[src/rtl/dyn_out_arbiter_rr.sv]
// ----------------------------------------------------------------------------
// dyn_out_arbiter_rr
// Per-output-port wormhole arbiter for the dynamic network router. Picks one
// of five input buffers (0=N, 1=E, 2=S, 3=W, 4=Proc) round-robin, locks the
// output to it for a whole packet (header + head_len body flits), and drives
// the select of this output's five-input crossbar mux.
//
// Ports:
//   clk        clock
//   reset      synchronous, active-high reset
//   req        per-input head-flit valid
//   head_len   per-input header length field, slice i = [i*LEN_WIDTH +: LEN_WIDTH]
//   out_ready  downstream can accept a flit this cycle
//   sel        registered mux select, 0..4 = owner, NULL_SEL = idle
//   grant      combinational one-hot flit-consumed strobe to the input buffers
//   valid_out  a flit is transferred on the mux output this cycle (|grant)
//   busy       registered, high while a packet owns the output
// ----------------------------------------------------------------------------
module dyn_out_arbiter_rr #(
    parameter int unsigned LEN_WIDTH = 8,
    parameter logic [2:0]  NULL_SEL  = 3'd7
) (
    input  logic                     clk,
    input  logic                     reset,
    input  logic [4:0]               req,
    input  logic [5*LEN_WIDTH-1:0]   head_len,
    input  logic                     out_ready,
    output logic [2:0]               sel,
    output logic [4:0]               grant,
    output logic                     valid_out,
    output logic                     busy
);

    localparam int unsigned N_IN  = 5;
    localparam int unsigned CNT_W = LEN_WIDTH + 1;

    localparam logic [0:0] ST_IDLE  = 1'b0;
    localparam logic [0:0] ST_ROUTE = 1'b1;

    logic [0:0]           state_q, state_d;
    logic [2:0]           sel_q,   sel_d;
    logic [2:0]           owner_q, owner_d;
    logic [2:0]           ptr_q,   ptr_d;
    logic [CNT_W-1:0]     cnt_q,   cnt_d;
    logic                 busy_q,  busy_d;

    logic [LEN_WIDTH-1:0] len_arr [N_IN];
    logic [3:0]           scan_idx;
    logic [2:0]           win;
    logic                 win_vld;
    logic                 xfer;
    logic [4:0]           grant_c;

    // Unpack the per-input length fields.
    always_comb begin
        for (int i = 0; i < N_IN; i++) begin
            len_arr[i] = head_len[i*LEN_WIDTH +: LEN_WIDTH];
        end
    end

    // Round-robin scan: first requesting input at or after the pointer, mod 5.
    always_comb begin
        win      = 3'd0;
        win_vld  = 1'b0;
        scan_idx = 4'd0;
        for (int k = 0; k < N_IN; k++) begin
            scan_idx = 4'(ptr_q) + 4'(k);
            if (scan_idx >= 4'(N_IN)) begin
                scan_idx = scan_idx - 4'(N_IN);
            end
            if (!win_vld && req[scan_idx[2:0]]) begin
                win_vld = 1'b1;
                win     = scan_idx[2:0];
            end
        end
    end

    // A flit moves only when the locked owner has one and downstream takes it.
    always_comb begin
        xfer    = (state_q == ST_ROUTE) && req[owner_q] && out_ready;
        grant_c = xfer ? 5'(5'd1 << owner_q) : 5'd0;
    end

    // Next-state logic.
    always_comb begin
        state_d = state_q;
        sel_d   = sel_q;
        owner_d = owner_q;
        ptr_d   = ptr_q;
        cnt_d   = cnt_q;
        busy_d  = busy_q;

        case (state_q)
            ST_IDLE: begin
                sel_d  = NULL_SEL;
                busy_d = 1'b0;
                if (win_vld) begin
                    state_d = ST_ROUTE;
                    sel_d   = win;
                    owner_d = win;
                    busy_d  = 1'b1;
                    // Header plus body flits; one extra bit so all-ones cannot wrap.
                    cnt_d   = CNT_W'(len_arr[win]) + CNT_W'(1);
                end
            end

            ST_ROUTE: begin
                if (xfer) begin
                    cnt_d = cnt_q - CNT_W'(1);
                    if (cnt_q == CNT_W'(1)) begin
                        state_d = ST_IDLE;
                        sel_d   = NULL_SEL;
                        busy_d  = 1'b0;
                        ptr_d   = (owner_q == 3'd4) ? 3'd0 : owner_q + 3'd1;
                    end
                end
            end

            default: begin
                state_d = ST_IDLE;
                sel_d   = NULL_SEL;
                busy_d  = 1'b0;
            end
        endcase
    end

    // State register.
    always_ff @(posedge clk) begin
        if (reset) begin
            state_q <= ST_IDLE;
            sel_q   <= NULL_SEL;
            owner_q <= 3'd0;
            ptr_q   <= 3'd0;
            cnt_q   <= '0;
            busy_q  <= 1'b0;
        end else begin
            state_q <= state_d;
            sel_q   <= sel_d;
            owner_q <= owner_d;
            ptr_q   <= ptr_d;
            cnt_q   <= cnt_d;
            busy_q  <= busy_d;
        end
    end

    assign sel       = sel_q;
    assign busy      = busy_q;
    assign grant     = grant_c;
    assign valid_out = |grant_c;

endmodule

[config.mk]
export PLATFORM = sky130hd
export DESIGN_NAME = dyn_out_arbiter_rr
export DESIGN_NICKNAME = d
export VERILOG_FILES = /design/src/rtl/dyn_out_arbiter_rr.sv
export SDC_FILE = /design/constraint.sdc
export NUM_CORES = 1
export LEC_CHECK = 0
export ABC_AREA = 0
export CORE_MARGIN = 2
export CORE_UTILIZATION = 36
export DETAILED_ROUTE_END_ITERATION = 16
export PLACE_DENSITY = 0.56
export REMOVE_ABC_BUFFERS = 1
export SLEW_MARGIN = 0
export SYNTH_ARGS = -nofsm -noshare
export SYNTH_HDL_FRONTEND = slang
export SYNTH_SLANG_ARGS = --single-unit
[constraint.sdc]
create_clock -name clk -period 5.1 [get_ports clk]
set_input_delay 1.02 -clock clk [delete_from_list [all_inputs] [get_ports clk]]
set_output_delay 1.02 -clock clk [all_outputs]
set_load 0.02 [all_outputs]
==> results by stage, run 1 <==
Route:
- The detail-routed via count per cell is 5.79.
- The via count of the routed design is 3075.
- The count of nets left with antenna violations once routing finished came out at 0.
- The detailed router finished its first iteration with 153 violations.
- The number of iterations in the first detailed-routing pass is 5.
- The final layout contains routed wiring with a total length of 8770 um.
- In the routed design, unresolved DRC markers number 0.
- In the final routed layout, each cell accounts on average for 16.5 um.

Layout:
- The flip-flop and latch area is 402 um2.
- The library cell used most frequently in the layout, excluding fill and tap cells, is sky130_fd_sc_hd__clkdlybuf4s50_1.
- The antenna diode count is 0.
- The total of fill cells in the finished design is 781.
- The final net count is 495.
- The library cells used most frequently in the layout, excluding fill and tap cells, are sky130_fd_sc_hd__clkdlybuf4s50_1 (56), sky130_fd_sc_hd__nand2_1 (33), sky130_fd_sc_hd__nor2_1 (32), sky130_fd_sc_hd__a21oi_1 (25), sky130_fd_sc_hd__mux2i_1 (21).
- The growth of design area from synthesis to finish is 29.3%.
- The post-route netlist has 10.5% of its cells at a drive strength greater than 1.
- The total area of multi-input combinational cells is 2250 um2.
- Once layout is complete, the cells apart from fillers number 531.

STA:
- The clock arrives with 3.25 ps of skew.
- The maximum operating frequency is 207 MHz.
- The worst max-slew margin expressed relative to the limit is 47.4%.
- The final cycle utilization of the critical path is 94.8%.
- After layout, the worst setup slack is 264 ps.
- The worst slack on hold paths is 471 ps.
- The number of hold violations in the final report is 0.
- Setup violations remaining at the end of the flow were counted as 0.
- The worst-margin pin slew is 787 ps.
- The number of max-slew violations in the final report is 0.
- The setup TNS is 0 ps.
- Setup repair after global routing left no endpoint under its margin.
- The final period demand of the worst path is 4840 ps.

Global routing:
- The number of antenna violations at the first check in global routing is 0.
- The first global-routing pass estimated 14100 um of wire.
- Summed over all layers, the global routing overflow is 0.
- Entering global routing, the biggest net connects 28 pins.
- The number of global-route vias before repair is 2819.
- The total global routing track utilization is 20.3%.

Clocking:
- Counting along the longest clock path gives a buffer depth of 2.
- The insertion delay to the later sink of the worst-skew pair is 260 ps.
- The number of clock buffers added by TritonCTS is 3.
- The TritonCTS clock tree is built.
- The number of hold-repair buffers added at the cts stage is 0.
- The total clock sinks is 20.
- The clock transition at the register clock pins on the worst setup and hold paths after CTS is 80 ps.
- The clock tree root driver cell is sky130_fd_sc_hd__clkbuf_8.
- CTS built an H-tree with a depth of 1.

Synth:
- Yosys printed 0 warnings.
- The sequential area share after synthesis is 14.2%.
- The number of different library cells used by synthesis comes to 70.
- The summed instance area of the synthesized netlist is 2820 um2.
- In this run, synthesis inferred 0 flip-flops with an integrated enable.
- In the synthesized netlist the async set-or-reset flop fraction comes to 0%.
- For this run, the leading register cell type out of synthesis is sky130_fd_sc_hd__dfxtp_1.
- After synthesis the netlist holds a flip-flop and latch count of 20.
- The largest area contributor in the synthesized netlist is sky130_fd_sc_hd__dfxtp_1.
- Ranked by total cell area, the synthesized netlist is headed by sky130_fd_sc_hd__dfxtp_1 (14%), sky130_fd_sc_hd__mux2i_1 (7.5%), sky130_fd_sc_hd__ha_1 (7.1%).
- The number of instances in the synthesized netlist is 373.
- The top cell type by area accounts for 14.2% of the synthesized area.
- Dividing the synthesized area by the synthesized cell count gives 7.55 um2.

Worst setup path:
- The critical path is of the in -> reg type.
- The sort of element at the end of the critical path is a register.
- The endpoint required time on the critical path is 5260 ps.
- The worst-case register-to-register setup slack is 420 ps.
- The endpoint identified for the worst register-to-register timing path is cnt_q[8].
- The worst register-to-register path begins at ptr_q[0].
- The depth of the worst register-to-register path is 16.
- At the worst endpoint, the arrival time is 4990 ps.
- The startpoint type of the worst setup path is a primary input.
- The highest fanout seen on the critical path is 17.
- The critical path starts at req[3].

Pwr:
- The power density relative to cell area is 176 nW/um2.
- VDD sags by at most 0.106 mV.
- After layout, the design draws a total of 0.642 mW.
- The standby leakage power is 1.47 nW.

Placement:
- Including well taps, the total number of placed cells is 527.
- The final RePlAce weighted congestion is 0.860.
- The HPWL reported at the end of detailed placement is 6870 um.
- The worst slack at placement is -87.1 ps.
- The port buffer count is 57.

Floorplanning:
- 58 I/O pins were placed.
- After floorplanning, the core was sized to cover 7650 um2.
- The die covers 8550 um2.
- The initial utilization of the core area, before any placement, comes to 36.8%.
- The floorplan row count is 32.
- The die height is 92.5 um.
- The die boundary width is 92.5 um.

Hold path:
- The startpoint identified for the worst hold timing path is busy.
- Along the worst hold path, the cell count comes to 1.
- The worst hold path terminates at busy.
- The class of the most critical hold timing path is reg -> reg.

Job:
- The number of violations of the max-capacitance limit is 0.

Run status:
- The run finished with clean final reports.
[worst max path at each step]
| stage | to | slack [ps] | depth (start not counted) |
|---|---|---|---|
| after CTS | cnt_q[8] | 190 | 14 |
| final | cnt_q[8] | 260 | 14 |
| after detailed placement | cnt_q[8] | -90 | 14 |
| after global routing | cnt_q[8] | 9 | 14 |
| after global placement | cnt_q[7] | 30 | 14 |
| after floorplan | cnt_q[6] | 240 | 16 |
[flip-flops by register name, indices dropped and copies added, names as in the netlist]
name and count:
cnt_q 9, sel 3, busy 1, owner_q 3
state_q 1, ptr_q 3
[cell families (layout without fill, tap and decap cells)]
group / count (synthesis) / after routing / synth area share [%]
simple gates: 141 / 141 / 26.1
fa+ha+maj: 17 / 17 / 7.82
flops: 20 / 20 / 14.2
xor+xnor: 9 / 9 / 2.80
buf+inv: 43 / 99 / 6.17
compound gates: 112 / 112 / 29.9
mux: 31 / 31 / 13.1
[power breakdown]
| group | leakage [nW] | switching, mW | internal, mW |
|---|---|---|---|
| sequential | 0.166 | 0.0229 | 0.174 |
| clock | 0.0357 | 0.0551 | 0.105 |
| combinational | 1.27 | 0.142 | 0.144 |
[synth_stat cells, types with 5 or more instances]
cell and n:
sky130_fd_sc_hd__a211oi_1 9, sky130_fd_sc_hd__nor3_1 5, sky130_fd_sc_hd__inv_1 19, sky130_fd_sc_hd__and2_1 7, sky130_fd_sc_hd__clkbuf_1 13, sky130_fd_sc_hd__ha_1 16
sky130_fd_sc_hd__a21oi_1 25, sky130_fd_sc_hd__dfxtp_1 20, sky130_fd_sc_hd__xnor2_1 8, sky130_fd_sc_hd__mux2i_1 21, sky130_fd_sc_hd__mux2_2 5, sky130_fd_sc_hd__and3_1 9
sky130_fd_sc_hd__buf_2 7, sky130_fd_sc_hd__nor2b_1 5, sky130_fd_sc_hd__o21ai_0 13, sky130_fd_sc_hd__or3_1 8, sky130_fd_sc_hd__nand2_1 33, sky130_fd_sc_hd__nand2b_1 16
sky130_fd_sc_hd__a211o_1 5, sky130_fd_sc_hd__o22ai_1 5, sky130_fd_sc_hd__nor2_1 32
[per-stage QoR]
step                      util [%]  instance area, um2
after floorplan                  -                2720
after global placement        46.6                3560
after detailed placement      46.6                3560
after CTS                     47.5                3630
after global routing          47.6                3640
final                         47.6                3640
[routing by layer]
layer | vias up | track usage [%] | wire, um
met3 | 6 | 3.66 | 685
met1 | 1435 | 26.9 | 3880
met5 | - | 0 | 0
li1 | 1518 | - | -
met4 | 0 | 1.37 | 40
met2 | 116 | 36.1 | 4160
[layout make-up]
cell class	count	area share [%]
well taps	102	3.50
multi-input cells	310	61.8
inverters	21	2.16
repair buffers	74	19.6
clock inverters	1	0.824
clock buffers	3	1.13
flip-flops and latches	20	11.0
[what timing repair did]
item                                    in CTS  in global routing
endpoints found under the setup margin       0                  1
setup buffers                                0                  0
resized for setup                            0                  4
[critical path, stage by stage]
cell                              delay, ps
sky130_fd_sc_hd__clkdlybuf4s50_1        540
sky130_fd_sc_hd__mux4_2                 530
sky130_fd_sc_hd__mux2_2                 290
sky130_fd_sc_hd__and2_1                 160
sky130_fd_sc_hd__nor2_1                 130
sky130_fd_sc_hd__and3b_2                280
sky130_fd_sc_hd__nand4_1                230
sky130_fd_sc_hd__a31oi_4                280
sky130_fd_sc_hd__buf_12                 190
sky130_fd_sc_hd__mux2_2                 350
sky130_fd_sc_hd__a222oi_1               360
sky130_fd_sc_hd__and2_1                 230
sky130_fd_sc_hd__nand4b_1               120
sky130_fd_sc_hd__a211oi_1               270
(Power assumes the default switching activity.)
==> run 2, diff against run 1 <==
RECOVER_POWER = 100   (was not set)
==> results by stage, run 2 (synthesized netlist as in run 1, its figures left out) <==
Run status:
- The run finished with clean final reports.

Clocking:
- The clock tree root driver cell is sky130_fd_sc_hd__clkbuf_8.
- The TritonCTS clock tree is built.
- The clock transition at the register clock pins on the worst setup and hold paths after CTS is 80 ps (about the same).
- The total clock buffers created by CTS came to 3 (unchanged).
- The number of hold-repair buffers added at the cts stage is 0 (unchanged).
- The insertion delay to the later sink of the worst-skew pair is 260 ps (about the same).
- The buffer count from post-CTS setup fixing was 0 (unchanged).
- The total clock sinks was 20 (unchanged).
- The maximum number of buffers from clock root to sink is 2 (unchanged).
- The deepest level of the CTS H-tree is 1 (unchanged).

Global routing:
- The number of global-route vias before repair is 2819 (unchanged).
- The largest net degree at the start of global routing is 28 (unchanged).
- The global-route wire length before repair is 14100 um (unchanged).
- The number of antenna violations at the first check in global routing is 0 (unchanged).
- The total global routing track utilization is 20.3% (unchanged).
- The final global-route overflow total is 0 (unchanged).

Worst setup path:
- The sort of element at the end of the critical path is a register.
- The worst-case register-to-register setup slack is 410 ps (about the same).
- The highest fanout seen on the critical path is 17 (unchanged).
- The endpoint identified for the worst register-to-register timing path is cnt_q[8].
- The reg-to-reg startpoint is ptr_q[0].
- The startpoint type of the worst setup path is a primary input.
- The endpoint required time on the critical path is 5250 ps (about the same).
- The type of the worst setup path is in -> reg.
- The data arrival time at the worst-slack endpoint is 5000 ps (about the same).
- The depth of the worst register-to-register path is 16 (unchanged).

STA:
- The post-route worst setup slack is 255 ps (-9.09 ps).
- The final worst clock skew is 3.81 ps (+0.565 ps).
- The maximum operating frequency was 206 MHz (-0.19%).
- Setup repair after global routing left no endpoint under its margin.
- The worst max-slew margin expressed relative to the limit is 46.9% (-0.52 points).
- The worst-margin pin slew is 794 ps (+7.82 ps).
- The number of hold violations in the final report is 0 (unchanged).
- The number of max-slew violations in the final report is 0 (unchanged).
- The final cycle utilization of the critical path came to 95.0% (+0.18 points).
- The count of final setup violators is 0 (unchanged).
- The worst slack on hold paths is 469 ps (-1.18 ps).
- The final period demand of the worst path came to 4840 ps (+9.09 ps).

Hold path:
- The launch point of the worst hold path is busy.
- The number of cells on the worst hold path is 1 (unchanged).
- The tightest min-delay check is of the reg -> reg type.
- The hold-critical path endpoint is busy.

Route:
- The final antenna-violating net count was 0 (unchanged).
- The number of iterations in the first detailed-routing pass is 6 (+1).
- The via count of the routed design came to 3052 (-0.75%).
- The average routed wire per standard cell came to 16.5 um (-0.23%).
- The detail-routed via count per cell came to 5.75 (-0.75%).
- The residual DRC count was 0 (unchanged).
- The detailed-route wire length is 8750 um (-0.23%).
- The detailed router's first-iteration violation count is 167 (+9.2%).

Layout:
- The final core utilization came to 47.5% (-0.11 points).
- The register containing the most flip-flops in the final layout is cnt_q.
- In the layout the commonest cells are sky130_fd_sc_hd__clkdlybuf4s50_1 (46), sky130_fd_sc_hd__nand2_1 (33), sky130_fd_sc_hd__nor2_1 (32), sky130_fd_sc_hd__a21oi_1 (25), sky130_fd_sc_hd__mux2i_1 (21).
- The antenna diode count is 0 (unchanged).
- The growth of design area from synthesis to finish is 29.0%.
- The commonest non-fill, non-tap cell in the layout is sky130_fd_sc_hd__clkdlybuf4s50_1.
- The final net count is 495 (unchanged).
- The number of flip-flops under the largest register name was 9 (unchanged).
- The total of fill cells in the finished design is 785 (+0.51%).
- The fraction of final layout cells with drive strength greater than 1 is 10.0% (-0.47 points).

Floorplanning:
- The floorplan row count was 32 (unchanged).
- The starting density of the core is 36.8% (unchanged).
- The die height is 92.5 um (unchanged).
- The die boundary width is 92.5 um (unchanged).
- The number of top-level pins is 58 (unchanged).
- The die footprint is 8550 um2 (unchanged).
- The standard cell core area is 7650 um2 (unchanged).

Placement:
- The port buffer count was 57 (unchanged).
- The final RePlAce weighted congestion was 0.860 (unchanged).
- The worst slack at placement is -87.1 ps (unchanged).
- The HPWL reported at the end of detailed placement is 6870 um (unchanged).

Job:
- The number of violations of the max-capacitance limit came to 0 (unchanged).

Pwr:
- The standby leakage power is 1.48 nW (+0.76%).
- The largest voltage drop on the vdd net is 0.106 mV (about the same).
- The power density relative to cell area is 176 nW/um2 (-0.32%).
[run 2: routing by layer]
| metal | part of all wire [%] | track usage (%) | wire (um) |
|---|---|---|---|
| met2 | 47 | 36.1 | 4140 |
| met5 | 0 | 0 | 0 |
| met1 | 44 | 26.9 | 3840 |
| met3 | 8.5 | 3.66 | 746 |
| met4 | 0.29 | 1.37 | 25 |
[run 2: critical path, cell delays in order]
cell and delay [ps]:
sky130_fd_sc_hd__clkdlybuf4s50_1 540, sky130_fd_sc_hd__mux4_2 530, sky130_fd_sc_hd__mux2_2 290, sky130_fd_sc_hd__and2_1 160, sky130_fd_sc_hd__nor2_1 130, sky130_fd_sc_hd__and3b_2 280, sky130_fd_sc_hd__nand4_1 230, sky130_fd_sc_hd__a31oi_4 280
sky130_fd_sc_hd__buf_12 190, sky130_fd_sc_hd__mux2_2 350, sky130_fd_sc_hd__a222oi_1 360, sky130_fd_sc_hd__and2_1 230, sky130_fd_sc_hd__nand4b_1 120, sky130_fd_sc_hd__a211oi_1 280
[run 2: metrics by stage]
stage | total power [mW] | area [um2] | cells | TNS [ps]
after floorplan | 0.367 | 2720 | 351 | 0
after global placement | 0.483 | 3560 | 527 | 0
after detailed placement | 0.485 | 3560 | 527 | -114
after CTS | 0.645 | 3630 | 531 | 0
after global routing | 0.685 | 3630 | 531 | 0
final | 0.639 | 3630 | 531 | 0
[run 2: how the worst max path moves through the flow]
stage | from | to | slack (ps) | cells after the start
floorplan | ptr_q[0] | cnt_q[6] | 240 | 16
global placement | req[3] | cnt_q[7] | 30 | 14
detailed placement | req[1] | cnt_q[8] | -90 | 14
CTS | req[1] | cnt_q[8] | 190 | 14
global route | req[3] | cnt_q[8] | 10 | 14
finish | req[3] | cnt_q[8] | 260 | 14
[run 2: cell type report]
| cell class | count | area, um2 | share of cell area [%] |
|---|---|---|---|
| Tap cell | 102 | 128 | 3.51 |
| Timing Repair Buffer | 74 | 706 | 19.4 |
| Clock buffer | 3 | 41.3 | 1.14 |
| Inverter | 21 | 78.8 | 2.17 |
| Sequential cell | 20 | 402 | 11.0 |
| Multi-Input combinational cell | 310 | 2250 | 61.9 |
| Clock inverter | 1 | 30.0 | 0.826 |
[run 2: report_power, final]
| part | switching, mW | internal, mW |
|---|---|---|
| clock network | 0.0550 | 0.105 |
| logic | 0.142 | 0.141 |
| registers | 0.0230 | 0.174 |
[run 2: timing repair]
item	4_1_cts	5_1_grt
hold endpoints to repair	0	0
endpoints found under the setup margin	0	1
resized for setup	0	4
